[config.mk]
export PLATFORM = sky130hd
export DESIGN_NAME = vec_line_fifo
export DESIGN_NICKNAME = d
export VERILOG_FILES = /design/src/rtl/vec_line_fifo.sv
export SDC_FILE = /design/constraint.sdc
export NUM_CORES = 1
export LEC_CHECK = 0
export ABC_AREA = 1
export BUFFER_PORTS_ARGS = -buffer_cell sky130_fd_sc_hd__buf_2
export CELL_PAD_IN_SITES_DETAIL_PLACEMENT = 0
export CELL_PAD_IN_SITES_GLOBAL_PLACEMENT = 1
export CORE_MARGIN = 1
export CORE_UTILIZATION = 49
export DETAILED_ROUTE_END_ITERATION = 10
export PLACE_DENSITY_LB_ADDON = 0.1
export SYNTH_ARGS = -nofsm -noshare
export SYNTH_HDL_FRONTEND = slang
export SYNTH_SLANG_ARGS = --single-unit
export TNS_END_PERCENT = 5
[constraint.sdc]
create_clock -name clk -period 3.6 [get_ports clk]
set_input_delay 0.18 -clock clk [delete_from_list [all_inputs] [get_ports clk]]
set_output_delay 0.18 -clock clk [all_outputs]
set_load 0.1 [all_outputs]
[src/rtl/vec_line_fifo.sv]
// Line-segment queue between the vector core and the line rasteriser.
// Circular buffer of DEPTH segments. The write event is either an edge or a level of
// wr_req. The read port is valid/ready, and the head entry is read combinationally.
module vec_line_fifo #(
  parameter int COORD_W  = 11,
  parameter int COLOR_W  = 3,
  parameter int DEPTH    = 8,
  parameter int AF_LEVEL = DEPTH - 2,
  parameter int EDGE_WR  = 1
) (
  input  logic                     clk,
  input  logic                     rst_b,
  input  logic                     flush,
  input  logic                     wr_req,
  input  logic [COORD_W-1:0]       wr_start_x,
  input  logic [COORD_W-1:0]       wr_start_y,
  input  logic [COORD_W-1:0]       wr_end_x,
  input  logic [COORD_W-1:0]       wr_end_y,
  input  logic [COLOR_W-1:0]       wr_color,
  input  logic                     rd_ready,
  output logic                     rd_valid,
  output logic [COORD_W-1:0]       rd_start_x,
  output logic [COORD_W-1:0]       rd_start_y,
  output logic [COORD_W-1:0]       rd_end_x,
  output logic [COORD_W-1:0]       rd_end_y,
  output logic [COLOR_W-1:0]       rd_color,
  output logic [$clog2(DEPTH):0]   count,
  output logic                     full,
  output logic                     empty,
  output logic                     almost_full,
  output logic                     overflow,
  input  logic                     clear_ovf
);

  localparam int AW = $clog2(DEPTH);
  localparam int CW = AW + 1;
  localparam int EW = 4 * COORD_W + COLOR_W;

  logic          wr_req_q_reg;
  logic [AW-1:0] wr_ptr_reg;
  logic [AW-1:0] rd_ptr_reg;
  logic [CW-1:0] count_reg;
  logic          overflow_reg;

  logic          wr_ev;
  logic          pop;
  logic          push;
  logic [EW-1:0] wr_data;
  logic [EW-1:0] rd_data;
  logic [EW-1:0] entry_q [DEPTH];

  assign wr_data     = {wr_start_x, wr_start_y, wr_end_x, wr_end_y, wr_color};
  assign wr_ev       = (EDGE_WR != 0) ? (wr_req & ~wr_req_q_reg) : wr_req;

  assign empty       = (count_reg == '0);
  assign full        = (count_reg == CW'(DEPTH));
  assign almost_full = (count_reg >= CW'(AF_LEVEL));
  assign rd_valid    = ~empty;
  assign count       = count_reg;
  assign overflow    = overflow_reg;

  // A pop frees the slot the same cycle, so a write into a full queue is still accepted.
  assign pop  = rd_valid & rd_ready;
  assign push = wr_ev & (~full | pop);

  // The edge detector keeps sampling through a flush, so a held request does not re-fire.
  always_ff @(posedge clk or negedge rst_b) begin
    if (!rst_b) begin
      wr_req_q_reg <= 1'b0;
    end else begin
      wr_req_q_reg <= wr_req;
    end
  end

  always_ff @(posedge clk or negedge rst_b) begin
    if (!rst_b) begin
      wr_ptr_reg <= '0;
      rd_ptr_reg <= '0;
      count_reg  <= '0;
    end else if (flush) begin
      wr_ptr_reg <= '0;
      rd_ptr_reg <= '0;
      count_reg  <= '0;
    end else begin
      if (push) begin
        wr_ptr_reg <= wr_ptr_reg + AW'(1);
      end
      if (pop) begin
        rd_ptr_reg <= rd_ptr_reg + AW'(1);
      end
      if (push && !pop) begin
        count_reg <= count_reg + CW'(1);
      end else if (pop && !push) begin
        count_reg <= count_reg - CW'(1);
      end
    end
  end

  // A dropped write wins over a same-cycle clear, so the loss is never hidden.
  always_ff @(posedge clk or negedge rst_b) begin
    if (!rst_b) begin
      overflow_reg <= 1'b0;
    end else if (flush) begin
      overflow_reg <= 1'b0;
    end else if (wr_ev && full && !pop) begin
      overflow_reg <= 1'b1;
    end else if (clear_ovf) begin
      overflow_reg <= 1'b0;
    end
  end

  genvar gi;
  generate
    for (gi = 0; gi < DEPTH; gi++) begin : g_entry
      logic [EW-1:0] entry_reg;

      always_ff @(posedge clk or negedge rst_b) begin
        if (!rst_b) begin
          entry_reg <= '0;
        end else if (push && !flush && (wr_ptr_reg == AW'(gi))) begin
          entry_reg <= wr_data;
        end
      end

      assign entry_q[gi] = entry_reg;
    end
  endgenerate

  assign rd_data = entry_q[rd_ptr_reg];
  assign {rd_start_x, rd_start_y, rd_end_x, rd_end_y, rd_color} = rd_data;

endmodule
==> impl_metrics.ini, run 1 <==
[status]
status = complete, no violations

[sta]
slew_violations = 0
fmax_mhz = 318
finalSetupViolations = 0
rsz0062_at_grt = false
finClkSkew_ns = 0.0206
tns_ns = 0
timing.slew.headroom_pct = 22.1
max_slew.worst_pin.slew_ns = 1.17
hold_violations = 0
fin_crit_ns = 3.15
post-route-period-util_pct = 87.4
fin_hold_ws_ns = 0.0673

[final_layout]
largest_reg_flops = 376
stdcell_count = 2927
drive_gt1_share_pct = 9.84
fillCellCount = 3412
antennaDiodeCount = 0
register_area_um2 = 9720
mostFrequentLayoutCells = 1,113 x nand2_1, 385 x dfrtp_1, 229 x o21ai_0
multi_input_area_um2 = 7510
area_growth_pct = 14.2
final_common_cell = nand2_1
nets = 2489
design_area_um2 = 21000

[worst_setup_path]
crit_chain = buf_12 -> o21ai_0 -> o22ai_1 -> nand2_1 -> nand2_1 -> buf_2
critPathMaxStageDelay_ns = 0.68
crit_arrival_ns = 2.97
cpMaxStageDelayCell = buf_12
critPathMaxFanout = 189
start_kind = flop
cp-end-kind = primary output
cpMostUsedCell = nand2_1
cp.required_ns = 3.42
path_class = reg -> out

[pwr]
leakage_nw = 11.2
ir_drop_mv = 1.20
power_mw = 16.8
power.density_nw_per_um2 = 803

[yosys]
syn_area_per_cell_um2 = 7.86
synth_warnings = 0
synth_top_cell_by_area = dfrtp_1
netlist.area_leader.share_pct = 52.9
ys_seq_elements = 388
ys_seq_area_share_pct = 52.9
syn_nets = 2396
netlist_top_cells_area = dfrtp_1 53%, nand2_1 23%, o21ai_0 6.2%
syn_inst = 2333
synth_area_um2 = 18300
synth_cell_type_count = 27

[clock_tree]
path_clk_slew_ns = 0.06
cts_tree = built
numCtsBuffers = 44
cts_root_buf = clkbuf_16
ctsResizeCount = 0
clk_latency_ns = 0.57
cts_sinks = 388
cts_max_level = 2
clk_path_buf_depth = 3
cts_setup_buffers = 0

[floorplanning]
num_rows = 70
boundaryPins = 109
die_y_um = 196
core-area_um2 = 36700
fp.dieArea_um2 = 38200
start_util_pct = 50.0
die_x_um = 196

[detailed_routing]
ant_nets = 0
drt_pass1_iterations = 5
drc = 0
wirelength_um = 51800
drt_iter0_markers = 1129
routed_via_density = 5.30
routedWlPerCell_um = 17.7
vias = 15500

[grt]
grt_start_max_net_pins = 190
grt_pass1_vias = 15500
gr-total-overflow = 0
grt_usage_pct = 28.1
grt_pass1_wl_um = 84600
antenna_found_initial = 0

[place]
dp_hpwl_um = 28300
placed_cell_area_um2 = 19000
gp_congestion = 0.794
portBuffers = 108
placed_cells = 2797

[flow_run]
drv_cap = 0

[worst_hold_path]
min_path_type = in -> reg
[cell families after synthesis]
logic type | after synthesis | share of synthesized area, %
xor+xnor | 1 | 0.0477
compound gates | 340 | 9.60
mux | 47 | 2.56
fa+ha+maj | 10 | 0.723
flops | 388 | 52.9
buf+inv | 213 | 6.37
simple gates | 1334 | 27.8
[worst max-delay path, delay by kind of cell, from the launching register on]
family | cells | cell delay (ns)
compound gates | 2 | 0.47
simple gates | 2 | 0.18
flops | 1 | 0.45
buf+inv | 2 | 1.12
[synthesized netlist by cell type]
master	count
nor2_1	200
clkinv_1	1
nor2_2	3
mux2i_1	47
xnor2_1	1
nor3_1	1
inv_2	3
fa_1	1
clkbuf_1	48
ha_1	9
o21ai_1	58
inv_1	61
nand2_2	1
nand2_4	2
o21ai_0	229
nand3_1	5
a21oi_1	5
buf_4	25
o22ai_1	48
buf_2	40
buf_6	30
nand3b_1	1
nand3_2	7
buf_1	5
dfrtp_1	388
nor2_4	1
nand2_1	1113
[metal layers]
metal  GRT usage (%)  wire length, um
met3            3.66             2780
met4            8.19             1080
met2            46.0            23800
met1            39.1            24100
met5               0                0
[report_power, final]
part / switching [mW] / internal, mW
Sequential: 0.441 / 4.99
Clock: 1.80 / 2.64
Combinational: 5.44 / 1.52
Total: 7.69 / 9.15
[worst paths after layout]
check | cells past startpoint | slack, ns | startpoint | endpoint
setup / recovery | 6 | 0.45 | rd_ptr_reg[0] | rd_start_y[0]
hold / removal | 3 | 0.07 | rd_ready | rd_ptr_reg[0]
setup reg to reg | 9 | 0.95 | count[3] | g_entry[0].entry_reg[27]
hold reg to reg | 2 | 0.47 | g_entry[2].entry_reg[36] | g_entry[2].entry_reg[36]
max in group asynchronous | 3 | 2.24 | rst_b | g_entry[0].entry_reg[46]
min in group asynchronous | 2 | 0.22 | rst_b | g_entry[3].entry_reg[33]
[stage by stage]
| step | setup slack, ns | utilization [%] |
|---|---|---|
| 2_1_floorplan | 0.361 | - |
| 3_3_place_gp | 1.03 | 51.8 |
| 3_5_place_dp | 0.980 | 51.8 |
| 4_1_cts | 0.494 | 57.1 |
| 5_1_grt | 0.323 | 57.1 |
| 6_report | 0.454 | 57.1 |
[layout make-up]
cell class	instances	share of cell area (%)
Clock buffer	64	6.19
Clock inverter	15	0.615
Inverter	65	1.18
Multi-Input combinational cell	1732	35.8
Sequential cell	388	46.4
Tap cell	468	2.79
Timing Repair Buffer	195	7.01
[timing repair]
item	4_1_cts	5_1_grt
hold endpoints to repair	469	0
endpoints found under the setup margin	0	0
hold buffers	51	0
No activity file was read; power rests on OpenSTA's default activity.
==> run 2, diff against run 1 <==
Settings changed: GPL_TIMING_DRIVEN set to 0.
==> run 2 against run 1 <==
- design area up 2.1%
- worst hold slack improved by 0.040 ns
- critical endpoint is now rd_end_y[10]
- largest cell class unchanged
- sequential share of layout area down 1.0 points
==> impl_metrics.ini, run 2 (synthesis results as in run 1) <==
[clock_tree]
cts_tree = built
cts_setup_buffers = 0
numCtsBuffers = 44
cts_sinks = 388
path_clk_slew_ns = 0.06
ctsResizeCount = 0
clk_latency_ns = 0.57
clk_path_buf_depth = 3
cts_max_level = 2
cts_root_buf = clkbuf_16

[detailed_routing]
vias = 16700
routedWlPerCell_um = 20.6
drt_iter0_markers = 1586
drt_pass1_iterations = 8
drc = 0
wirelength_um = 62600
routed_via_density = 5.48
ant_nets = 0

[sta]
rsz0062_at_grt = false
finalSetupViolations = 0
setup_ws_ns = 0.270
fmax_mhz = 300
post-route-period-util_pct = 92.5
fin_crit_ns = 3.33
slew_violations = 0
finClkSkew_ns = 0.0172
tns_ns = 0
max_slew.worst_pin.slew_ns = 0.949
fin_hold_ws_ns = 0.107
timing.slew.headroom_pct = 36.7
hold_violations = 0

[worst_setup_path]
cp-end-kind = primary output
cpMaxStageDelayCell = clkbuf_1
cp.required_ns = 3.42
crit_chain = clkbuf_1 -> clkbuf_1 -> nand2_1 -> nand2_1 -> buf_2
path_class = reg -> out
critPathMaxStageDelay_ns = 0.70
crit_arrival_ns = 3.15
crit_family = buffers and inverters
crit_buf_inv = 3
critPathMaxFanout = 10
start_kind = flop

[floorplanning]
start_util_pct = 50.0
die_y_um = 196
core-area_um2 = 36700
fp.dieArea_um2 = 38200
die_x_um = 196
num_rows = 70
boundaryPins = 109

[final_layout]
stdcell_count = 3037
finish.utilization_pct = 58.3
nets = 2604
area_growth_pct = 16.7
design_area_um2 = 21400
mostFrequentLayoutCells = 1,113 x nand2_1, 388 x dfrtp_1, 229 x o21ai_0
fillCellCount = 3460
final_common_cell = nand2_1
largest_reg_flops = 376
drive_gt1_share_pct = 11.0

[place]
dp_hpwl_um = 41700
pre_cts_slack_ns = 0.957
portBuffers = 108
gp_congestion = 0.903
placed_cell_area_um2 = 19600
placed_cells = 2912

[grt]
grt_usage_pct = 33.6
grt_pass1_vias = 16100
gr-total-overflow = 0
antenna_found_initial = 1
grt_pass1_wl_um = 95600
gr-usage-met1_pct = 46.6
grt_start_max_net_pins = 117
grtUsageMet3_pct = 4.84
groute.layer.met2.usage_pct = 53.2
busiest_layer = met2

[pwr]
power.density_nw_per_um2 = 809
ir_drop_mv = 0.870
power_mw = 17.3
leakage_nw = 11.5

[worst_hold_path]
min_path_type = in -> reg

[status]
status = complete, no violations

[flow_run]
drv_cap = 0
[run 2: final timing paths]
check                                         from                  endpoint  slack (ns)  cells after the start
max                                  rd_ptr_reg[2]              rd_end_y[10]        0.27                      5
min in group asynchronous                    rst_b  g_entry[0].entry_reg[33]        0.12                      2
max reg2reg                               count[1]                  count[3]        1.29                     13
max in group asynchronous                    rst_b   g_entry[1].entry_reg[5]        2.06                      4
min reg2reg                g_entry[2].entry_reg[0]   g_entry[2].entry_reg[0]        0.47                      2
min                                       rd_ready                  count[3]        0.11                      6
[run 2: power by group]
group | switching, mW | internal [mW] | leakage (nW)
registers | 0.356 | 4.99 | 5.17
logic | 6.14 | 1.58 | 5.66
clock network | 1.78 | 2.47 | 0.656
total | 8.28 | 9.04 | 11.5
[run 2: timing repair]
action,in CTS,in global routing
setup endpoints to repair,0,0
hold buffers,51,0
hold endpoints to repair,426,0
[run 2: area by class of cell]
| cell class | instances | area, um2 | share of cell area [%] |
|---|---|---|---|
| sequential | 388 | 9710 | 45.4 |
| multi-input combinational | 1732 | 7470 | 34.9 |
| clock buffer | 65 | 1260 | 5.89 |
| timing repair buffer | 162 | 1140 | 5.34 |
| buffer | 148 | 925 | 4.32 |
| tap | 468 | 586 | 2.74 |
| inverter | 65 | 244 | 1.14 |
| clock inverter | 8 | 65.1 | 0.304 |
| antenna | 1 | 2.50 | 0.0117 |
[run 2: worst register-to-register path: cells and delay by family, from the launching register on]
| kind | cells | cell delay (ns) |
|---|---|---|
| simple gates | 11 | 1.20 |
| flops | 1 | 0.44 |
| fa+ha+maj | 1 | 0.38 |
| compound gates | 1 | 0.19 |
[run 2: per-layer routing]
layer,part of all wire [%],vias to the layer above
met1,43,8127
met5,0,-
li1,-,7749
met2,46,653
met4,3.5,0
met3,7.4,124
